### src/rtl/fp_alu_seq.sv
// Multi-cycle IEEE-754-style floating-point add/sub/mul/div with valid/ready handshakes.
// Define FP_ALU_STICKY_FLAGS_EN to add the sticky_flags/clr_sticky accumulated-flag ports.
`timescale 1ns/1ps
module fp_alu_seq #(
    parameter int EXP_W = 8,
    parameter int MAN_W = 23,
    localparam int W    = 1 + EXP_W + MAN_W
) (
    input  logic         clk,
    input  logic         rst_n,
    input  logic         in_valid,
    output logic         in_ready,
    input  logic [W-1:0] a_operand,
    input  logic [W-1:0] b_operand,
    input  logic [3:0]   operation,
    output logic         out_valid,
    input  logic         out_ready,
    output logic [W-1:0] alu_output,
    output logic         exception,
    output logic         overflow,
    output logic         underflow,
`ifdef FP_ALU_STICKY_FLAGS_EN
    output logic [2:0]   sticky_flags,
    input  logic         clr_sticky,
`endif
    output logic         busy
);
    // Handshake: an operation is accepted on a rising edge with in_valid && in_ready (in_ready is
    // high only in IDLE); a result is consumed on a rising edge with out_valid && out_ready.
    localparam int MW      = MAN_W + 3;
    localparam int RW      = MAN_W + 4;
    localparam int EW      = EXP_W + 2;
    localparam int PW      = 2 * MAN_W + 2;
    localparam int LW      = $clog2(RW);
    localparam int DIV_CYC = MAN_W + 2;
    localparam int CW      = $clog2(DIV_CYC + 1);
    localparam logic signed [EW-1:0] BIAS    = EW'((1 << (EXP_W - 1)) - 1);
    localparam logic signed [EW-1:0] EXP_MAX = EW'((1 << EXP_W) - 1);
    localparam logic [3:0] OP_ADD = 4'd10;
    localparam logic [3:0] OP_SUB = 4'd3;
    localparam logic [3:0] OP_MUL = 4'd1;
    localparam logic [3:0] OP_DIV = 4'd2;
    localparam logic [W-1:0] QNAN = {1'b0, {EXP_W{1'b1}}, 1'b1, {(MAN_W-1){1'b0}}};

    typedef enum logic [2:0] {S_IDLE, S_ALIGN, S_EXEC, S_NORM, S_DONE} state_t;
    state_t state;

    logic [W-1:0]           a_q, b_q;
    logic [3:0]             op_q;
    logic                   exc_q, sub_q, sign_q, zero_sign_q;
    logic [MW-1:0]          mx_q, my_q;
    logic [MAN_W:0]         ma_q, mb_q, quo_q;
    logic [MAN_W+2:0]       rem_q;
    logic [CW-1:0]          cnt_q;
    logic signed [EW-1:0]   exp_q;
    logic [RW-1:0]          res_man_q;

    // Unpack and align (ALIGN stage)
    logic                   sa, sb, sb_eff, za, zb, a_big, big_sign, legal, exc_c;
    logic [EXP_W-1:0]       ea, eb, e_big, e_diff;
    logic [MAN_W:0]         ma, mb, m_big, m_small;
    logic [MW-1:0]          small_ext, small_sh, shift_mask;

    always_comb begin
        sa      = a_q[W-1];
        sb      = b_q[W-1];
        ea      = a_q[W-2 -: EXP_W];
        eb      = b_q[W-2 -: EXP_W];
        za      = (ea == '0);
        zb      = (eb == '0);
        ma      = za ? '0 : {1'b1, a_q[MAN_W-1:0]};
        mb      = zb ? '0 : {1'b1, b_q[MAN_W-1:0]};
        sb_eff  = (op_q == OP_SUB) ? ~sb : sb;
        legal   = (op_q == OP_ADD) || (op_q == OP_SUB) || (op_q == OP_MUL) || (op_q == OP_DIV);
        exc_c   = !legal || (&ea) || (&eb) || ((op_q == OP_DIV) && zb);
        // Flushed zeros carry ma == 0, so they always sort as the smaller magnitude.
        a_big    = {ea, ma} >= {eb, mb};
        e_big    = a_big ? ea : eb;
        e_diff   = a_big ? (ea - eb) : (eb - ea);
        m_big    = a_big ? ma : mb;
        m_small  = a_big ? mb : ma;
        big_sign = a_big ? sa : sb_eff;
        small_ext = {m_small, 2'b00};
        if (e_diff >= EXP_W'(MW)) begin
            small_sh   = '0;
            shift_mask = '1;
        end else begin
            small_sh   = small_ext >> e_diff;
            shift_mask = ~({MW{1'b1}} << e_diff);
        end
        small_sh[0] = small_sh[0] | (|(small_ext & shift_mask));
    end

    // Restoring divide step and full-width product (EXEC stage)
    logic [MAN_W+2:0] rem_sub, rem_next;
    logic             q_bit;
    logic [PW-1:0]    prod;

    always_comb begin
        q_bit    = rem_q >= {2'b00, mb_q};
        rem_sub  = rem_q - {2'b00, mb_q};
        rem_next = (q_bit ? rem_sub : rem_q) << 1;
        prod     = {{(MAN_W+1){1'b0}}, ma_q} * {{(MAN_W+1){1'b0}}, mb_q};
    end

    // Normalise, truncate and classify (NORM stage); res_man_q has the unit bit at RW-2.
    logic [LW-1:0]        msb;
    logic [RW-1:0]        nm;
    logic signed [EW-1:0] ne;
    logic [MAN_W-1:0]     frac;
    logic [W-1:0]         res_word;
    logic [2:0]           res_flags;
    logic                 unused_bits;

    always_comb begin
        msb = '0;
        for (int i = 0; i < RW; i++) begin
            if (res_man_q[i]) msb = LW'(i);
        end
        if (res_man_q[RW-1]) begin
            nm = res_man_q >> 1;
            ne = exp_q + EW'(1);
        end else begin
            nm = res_man_q << (LW'(RW-2) - msb);
            ne = exp_q - $signed(EW'(LW'(RW-2) - msb));
        end
        frac = nm[RW-3 -: MAN_W];
        if (exc_q) begin
            res_word  = QNAN;
            res_flags = 3'b100;
        end else if (res_man_q == '0) begin
            res_word  = {zero_sign_q, {(W-1){1'b0}}};
            res_flags = 3'b000;
        end else if (ne >= EXP_MAX) begin
            res_word  = {sign_q, {EXP_W{1'b1}}, {MAN_W{1'b0}}};
            res_flags = 3'b010;
        end else if (ne <= EW'(0)) begin
            res_word  = {sign_q, {(W-1){1'b0}}};
            res_flags = 3'b001;
        end else begin
            res_word  = {sign_q, ne[EXP_W-1:0], frac};
            res_flags = 3'b000;
        end
    end

    assign unused_bits = ^{nm[RW-1:RW-2], nm[RW-3-MAN_W:0], ne[EW-1:EXP_W]};

    always_ff @(posedge clk or negedge rst_n) begin
        if (!rst_n) begin
            state       <= S_IDLE;
            in_ready    <= 1'b1;
            out_valid   <= 1'b0;
            busy        <= 1'b0;
            alu_output  <= '0;
            exception   <= 1'b0;
            overflow    <= 1'b0;
            underflow   <= 1'b0;
            a_q         <= '0;
            b_q         <= '0;
            op_q        <= '0;
            exc_q       <= 1'b0;
            sub_q       <= 1'b0;
            sign_q      <= 1'b0;
            zero_sign_q <= 1'b0;
            mx_q        <= '0;
            my_q        <= '0;
            ma_q        <= '0;
            mb_q        <= '0;
            quo_q       <= '0;
            rem_q       <= '0;
            cnt_q       <= '0;
            exp_q       <= '0;
            res_man_q   <= '0;
        end else begin
            case (state)
                S_IDLE: begin
                    if (in_valid) begin
                        a_q      <= a_operand;
                        b_q      <= b_operand;
                        op_q     <= operation;
                        in_ready <= 1'b0;
                        busy     <= 1'b1;
                        state    <= S_ALIGN;
                    end
                end
                S_ALIGN: begin
                    exc_q <= exc_c;
                    ma_q  <= ma;
                    mb_q  <= mb;
                    rem_q <= {2'b00, ma};
                    quo_q <= '0;
                    cnt_q <= '0;
                    mx_q  <= {m_big, 2'b00};
                    my_q  <= small_sh;
                    sub_q <= sa ^ sb_eff;
                    case (op_q)
                        OP_MUL: begin
                            exp_q       <= $signed({2'b00, ea}) + $signed({2'b00, eb}) - BIAS;
                            sign_q      <= sa ^ sb;
                            zero_sign_q <= sa ^ sb;
                        end
                        OP_DIV: begin
                            exp_q       <= $signed({2'b00, ea}) - $signed({2'b00, eb}) + BIAS;
                            sign_q      <= sa ^ sb;
                            zero_sign_q <= sa ^ sb;
                        end
                        default: begin
                            exp_q       <= $signed({2'b00, e_big});
                            sign_q      <= big_sign;
                            // Only -0 + -0 keeps a negative zero; cancellation yields +0.
                            zero_sign_q <= sa & sb_eff;
                        end
                    endcase
                    state <= S_EXEC;
                end
                S_EXEC: begin
                    case (op_q)
                        OP_DIV: begin
                            rem_q <= rem_next;
                            quo_q <= {quo_q[MAN_W-1:0], q_bit};
                            cnt_q <= cnt_q + CW'(1);
                            if (cnt_q == CW'(DIV_CYC - 1)) begin
                                res_man_q <= {1'b0, quo_q, q_bit, |rem_next};
                                state     <= S_NORM;
                            end
                        end
                        OP_MUL: begin
                            res_man_q <= prod[PW-1 -: RW] | RW'(|prod[PW-RW-1:0]);
                            state     <= S_NORM;
                        end
                        default: begin
                            res_man_q <= sub_q ? ({1'b0, mx_q} - {1'b0, my_q})
                                               : ({1'b0, mx_q} + {1'b0, my_q});
                            state     <= S_NORM;
                        end
                    endcase
                end
                S_NORM: begin
                    alu_output <= res_word;
                    exception  <= res_flags[2];
                    overflow   <= res_flags[1];
                    underflow  <= res_flags[0];
                    out_valid  <= 1'b1;
                    state      <= S_DONE;
                end
                S_DONE: begin
                    if (out_ready) begin
                        out_valid <= 1'b0;
                        in_ready  <= 1'b1;
                        busy      <= 1'b0;
                        state     <= S_IDLE;
                    end
                end
                default: begin
                    state     <= S_IDLE;
                    in_ready  <= 1'b1;
                    out_valid <= 1'b0;
                    busy      <= 1'b0;
                end
            endcase
        end
    end

`ifdef FP_ALU_STICKY_FLAGS_EN
    always_ff @(posedge clk or negedge rst_n) begin
        if (!rst_n) begin
            sticky_flags <= 3'b000;
        end else if (clr_sticky) begin
            sticky_flags <= 3'b000;
        end else if ((state == S_DONE) && out_ready) begin
            sticky_flags <= sticky_flags | {exception, overflow, underflow};
        end
    end
`endif

endmodule

### config.mk
export PLATFORM = sky130hd
export DESIGN_NAME = fp_alu_seq
export DESIGN_NICKNAME = d
export VERILOG_FILES = /design/src/rtl/fp_alu_seq.sv
export SDC_FILE = /design/constraint.sdc
export NUM_CORES = 2
export LEC_CHECK = 0
export BUFFER_PORTS_ARGS = -buffer_cell sky130_fd_sc_hd__buf_2
export CORE_UTILIZATION = 32
export DETAILED_ROUTE_END_ITERATION = 10
export PLACE_DENSITY = 0.46
export REMOVE_ABC_BUFFERS = 1
export SETUP_SLACK_MARGIN = 0.15
export SYNTH_ARGS = -nofsm -noshare
export SYNTH_HDL_FRONTEND = slang
export SYNTH_SLANG_ARGS = --single-unit
### constraint.sdc
create_clock -name clk -period 6.8 [get_ports clk]
set_input_delay 1.36 -clock clk [delete_from_list [all_inputs] [get_ports clk]]
set_output_delay 1.36 -clock clk [all_outputs]
set_load 0.03 [all_outputs]
==> flow_metrics.env <==
export IMPL_status="finished with violations"
export IMPL_violations="negative setup slack"
export IMPL_final_nets=6110
export IMPL_vias_per_cell=5.14
export IMPL_final_common_cell="nand2_1"
export IMPL_dieArea_mm2=0.131
export IMPL_hold_class="register to register"
export IMPL_coreArea_mm2=0.128
export IMPL_hold_path_depth=1
export IMPL_r2r_end="res_man_q[25]"
export IMPL_port_buffers=109
export IMPL_place_congestion=0.941
export IMPL_ioPinCount=110
export IMPL_fmax_mhz=140
export IMPL_worst_pin_slew_ns=1.15
export IMPL_grt_usage_pct=22.3
export IMPL_wl_per_cell_um=20.8
export IMPL_crit_path_end_kind="register"
export IMPL_fillers=13200
export IMPL_finalSetupViolations=17
export IMPL_die_w_um=362
export IMPL_finalNonFillerCells=6994
export IMPL_post_place_cells=6869
export IMPL_maxCapViolations=0
export IMPL_postPlaceCellArea_mm2=0.0462
export IMPL_syn2layout_area_growth_pct=18.5
export IMPL_ys_flop_type="dfrtp_1"
export IMPL_min_from="exception"
export IMPL_slowest_stage="fa_1"
export IMPL_relSlewSlack_pct=23.1
export IMPL_fin_crit_ns=7.17
export IMPL_syn_area_mm2=0.0414
export IMPL_cts_buffers=37
export IMPL_root_buffer="clkbuf_16"
export IMPL_clock_sinks=303
export IMPL_crit_path_frequent_cell="fa_1"
export IMPL_min_to="exception"
export IMPL_yosys_warnings=0
export IMPL_path_clk_slew_ns=0.06
export IMPL_dp_hpwl_um=120000
export IMPL_netlist_instances=4925
export IMPL_routed_wl_um=146000
export IMPL_hold_violations=0
export IMPL_yosysSeqAreaShare_pct=18.3
export IMPL_cts_tree="yes"
export IMPL_crit_path_max_incr_delay_ns=0.53
export IMPL_antenna_found_initial=4
export IMPL_multi_input_area_mm2=0.0311
export IMPL_cp_arrival_ns=7.60
export IMPL_synth_edf_count=0
export IMPL_firstDrtPassIters=5
export IMPL_synth_avg_cell_area_um2=8.41
export IMPL_vias=35900
export IMPL_drive_above_1_share_pct=16.9
export IMPL_core_rowCount=131
export IMPL_required_ns=7.24
export IMPL_slew_viol_final=0
export IMPL_worst_setup_path_start_kind="register"
export IMPL_period_share_pct=105
export IMPL_critical_path_class="register to register"
export IMPL_register_area_mm2=0.00760
export IMPL_clk_path_buf_depth=3
export IMPL_ff2ff_setup_slack_ns=-0.37
export IMPL_insertion_delay_ns=0.58
export IMPL_htree_levels=2
export IMPL_yosysUniqueCellTypes=95
export IMPL_drcViolationCount=0
export IMPL_drt_iter0_markers=2441
export IMPL_grt_pass1_wl_um=225000
export IMPL_worstRegToRegCells=29
export IMPL_die_h_um=362
export IMPL_grt_setup_unrepaired="true"
export IMPL_regToRegStartpoint="ma_q[9]"
export IMPL_cp_max_fo=8
export IMPL_setup_slack_ns=-0.367
export IMPL_grt_max_degree=133
export IMPL_final_cell_mix="800 x nand2_1, 649 x inv_1, 476 x fa_1, 370 x buf_4, 301 x ha_1"
export IMPL_holdWs_ns=0.472
export IMPL_synth_seq_cells=303
export IMPL_skew_ns=0.0340
export IMPL_grt_pass1_vias=36600
export IMPL_overflow=0
export IMPL_async_flop_share_pct=100
export IMPL_initial_core_util_pct=32.4
export IMPL_final_area_mm2=0.0491
export IMPL_utilization_pct=38.4
export IMPL_final_antenna_net_count=0
## routing by layer
metal  vias to the layer above  wire [µm]  GRT usage, %  part of all wire (%)
li1                      16900          -             -                     -
met1                     18000      68200          31.7                    47
met2                       920      66300          35.9                    45
met3                       180       6660          1.78                   4.6
met4                         0       4640          6.67                   3.2
met5                         -          0             0                     0
## cells in the mapped netlist (all sizes together), types with 23 or more instances
master | count | area (µm²)
nand4 | 29 | 188
nor2b | 23 | 144
clkbuf | 250 | 938
and2 | 198 | 1240
ha | 317 | 3970
nand3 | 74 | 370
fa | 488 | 9770
xor2 | 39 | 342
o21ai | 332 | 1670
o211ai | 29 | 223
a21oi | 213 | 1080
inv | 663 | 2490
dfrtp | 302 | 7560
nor2 | 265 | 995
nor3 | 52 | 265
nand2 | 813 | 3050
a31oi | 57 | 357
o22ai | 30 | 188
a21o | 61 | 458
nand2b | 29 | 181
xnor2 | 76 | 673
mux2 | 65 | 732
a221oi | 29 | 254
buf | 35 | 203
mux2i | 108 | 1080
## kinds of logic (layout without fill, tap and decap cells)
kind of cell / after synthesis / after routing / synth area share [%]
and+or+nand+nor: 1578 / 1578 / 17.1
AOI/OAI and AO/OA: 987 / 987 / 15.0
buffers and inverters: 949 / 1286 / 8.77
adders and majority gates: 805 / 805 / 33.2
DFF: 303 / 303 / 18.3
muxes: 188 / 188 / 5.21
xor gates and xnor gates: 115 / 115 / 2.45
other: 0 / 3 / 0
## repair_timing
item                                    CTS  global route
gates cloned                              1             0
hold buffers                              0             0
buffers inserted                         28            25
pin swaps                                59            62
endpoints found under the setup margin   27            27
gates resized for setup                 159           122
endpoints found under the hold margin     0             0
## worst max path at each step
stage               startpoint             to  cells past startpoint
global route           ma_q[9]   res_man_q[0]                     31
CTS                    mb_q[3]  res_man_q[25]                     27
global placement       mb_q[3]  res_man_q[26]                     27
detailed placement     mb_q[3]  res_man_q[26]                     27
floorplan              b_q[27]        my_q[0]                     16
finish                 ma_q[9]  res_man_q[25]                     29
## sequential cells by signal, summed over array words and instances, names as in the netlist, 3 cells and up
| register | cells |
|---|---|
| rem_q | 26 |
| quo_q | 24 |
| state | 3 |
| ma_q | 24 |
| res_man_q | 27 |
| op_q | 4 |
| mx_q | 24 |
| exp_q | 10 |
| alu_output | 32 |
| mb_q | 24 |
| a_q | 32 |
| cnt_q | 5 |
| my_q | 26 |
| b_q | 32 |
## stage by stage
| stage | worst slack [ns] | setup TNS [ns] |
|---|---|---|
| final | -0.367 | -2.72 |
| after global routing | -0.572 | -7.55 |
| after CTS | -0.317 | -3.13 |
| after detailed placement | -0.915 | -14.40 |
| after global placement | -0.850 | -14.13 |
| after floorplan | -0.662 | -23.31 |
## worst max-delay path, delay by kind of cell, from the launching register on
family | cells | cell delay [ns]
buffers and inverters | 10 | 1.09
flip-flops | 1 | 0.40
adder cells (fa/ha/maj) | 8 | 3.47
AND/OR/NAND/NOR | 4 | 0.51
AO/OA/AOI/OAI | 7 | 1.56
## final cells by class
class	instances	share of cell area [%]
clock inverter	13	0.313
timing repair buffer	554	8.96
clock buffer	55	2.33
inverter	664	5.08
antenna	3	0.0153
tap	1729	4.41
multi-input combinational	3673	63.4
sequential	303	15.5
Power is not shown: default switching activity piles up to over one toggle a cycle in this logic, so the estimate is an artifact.
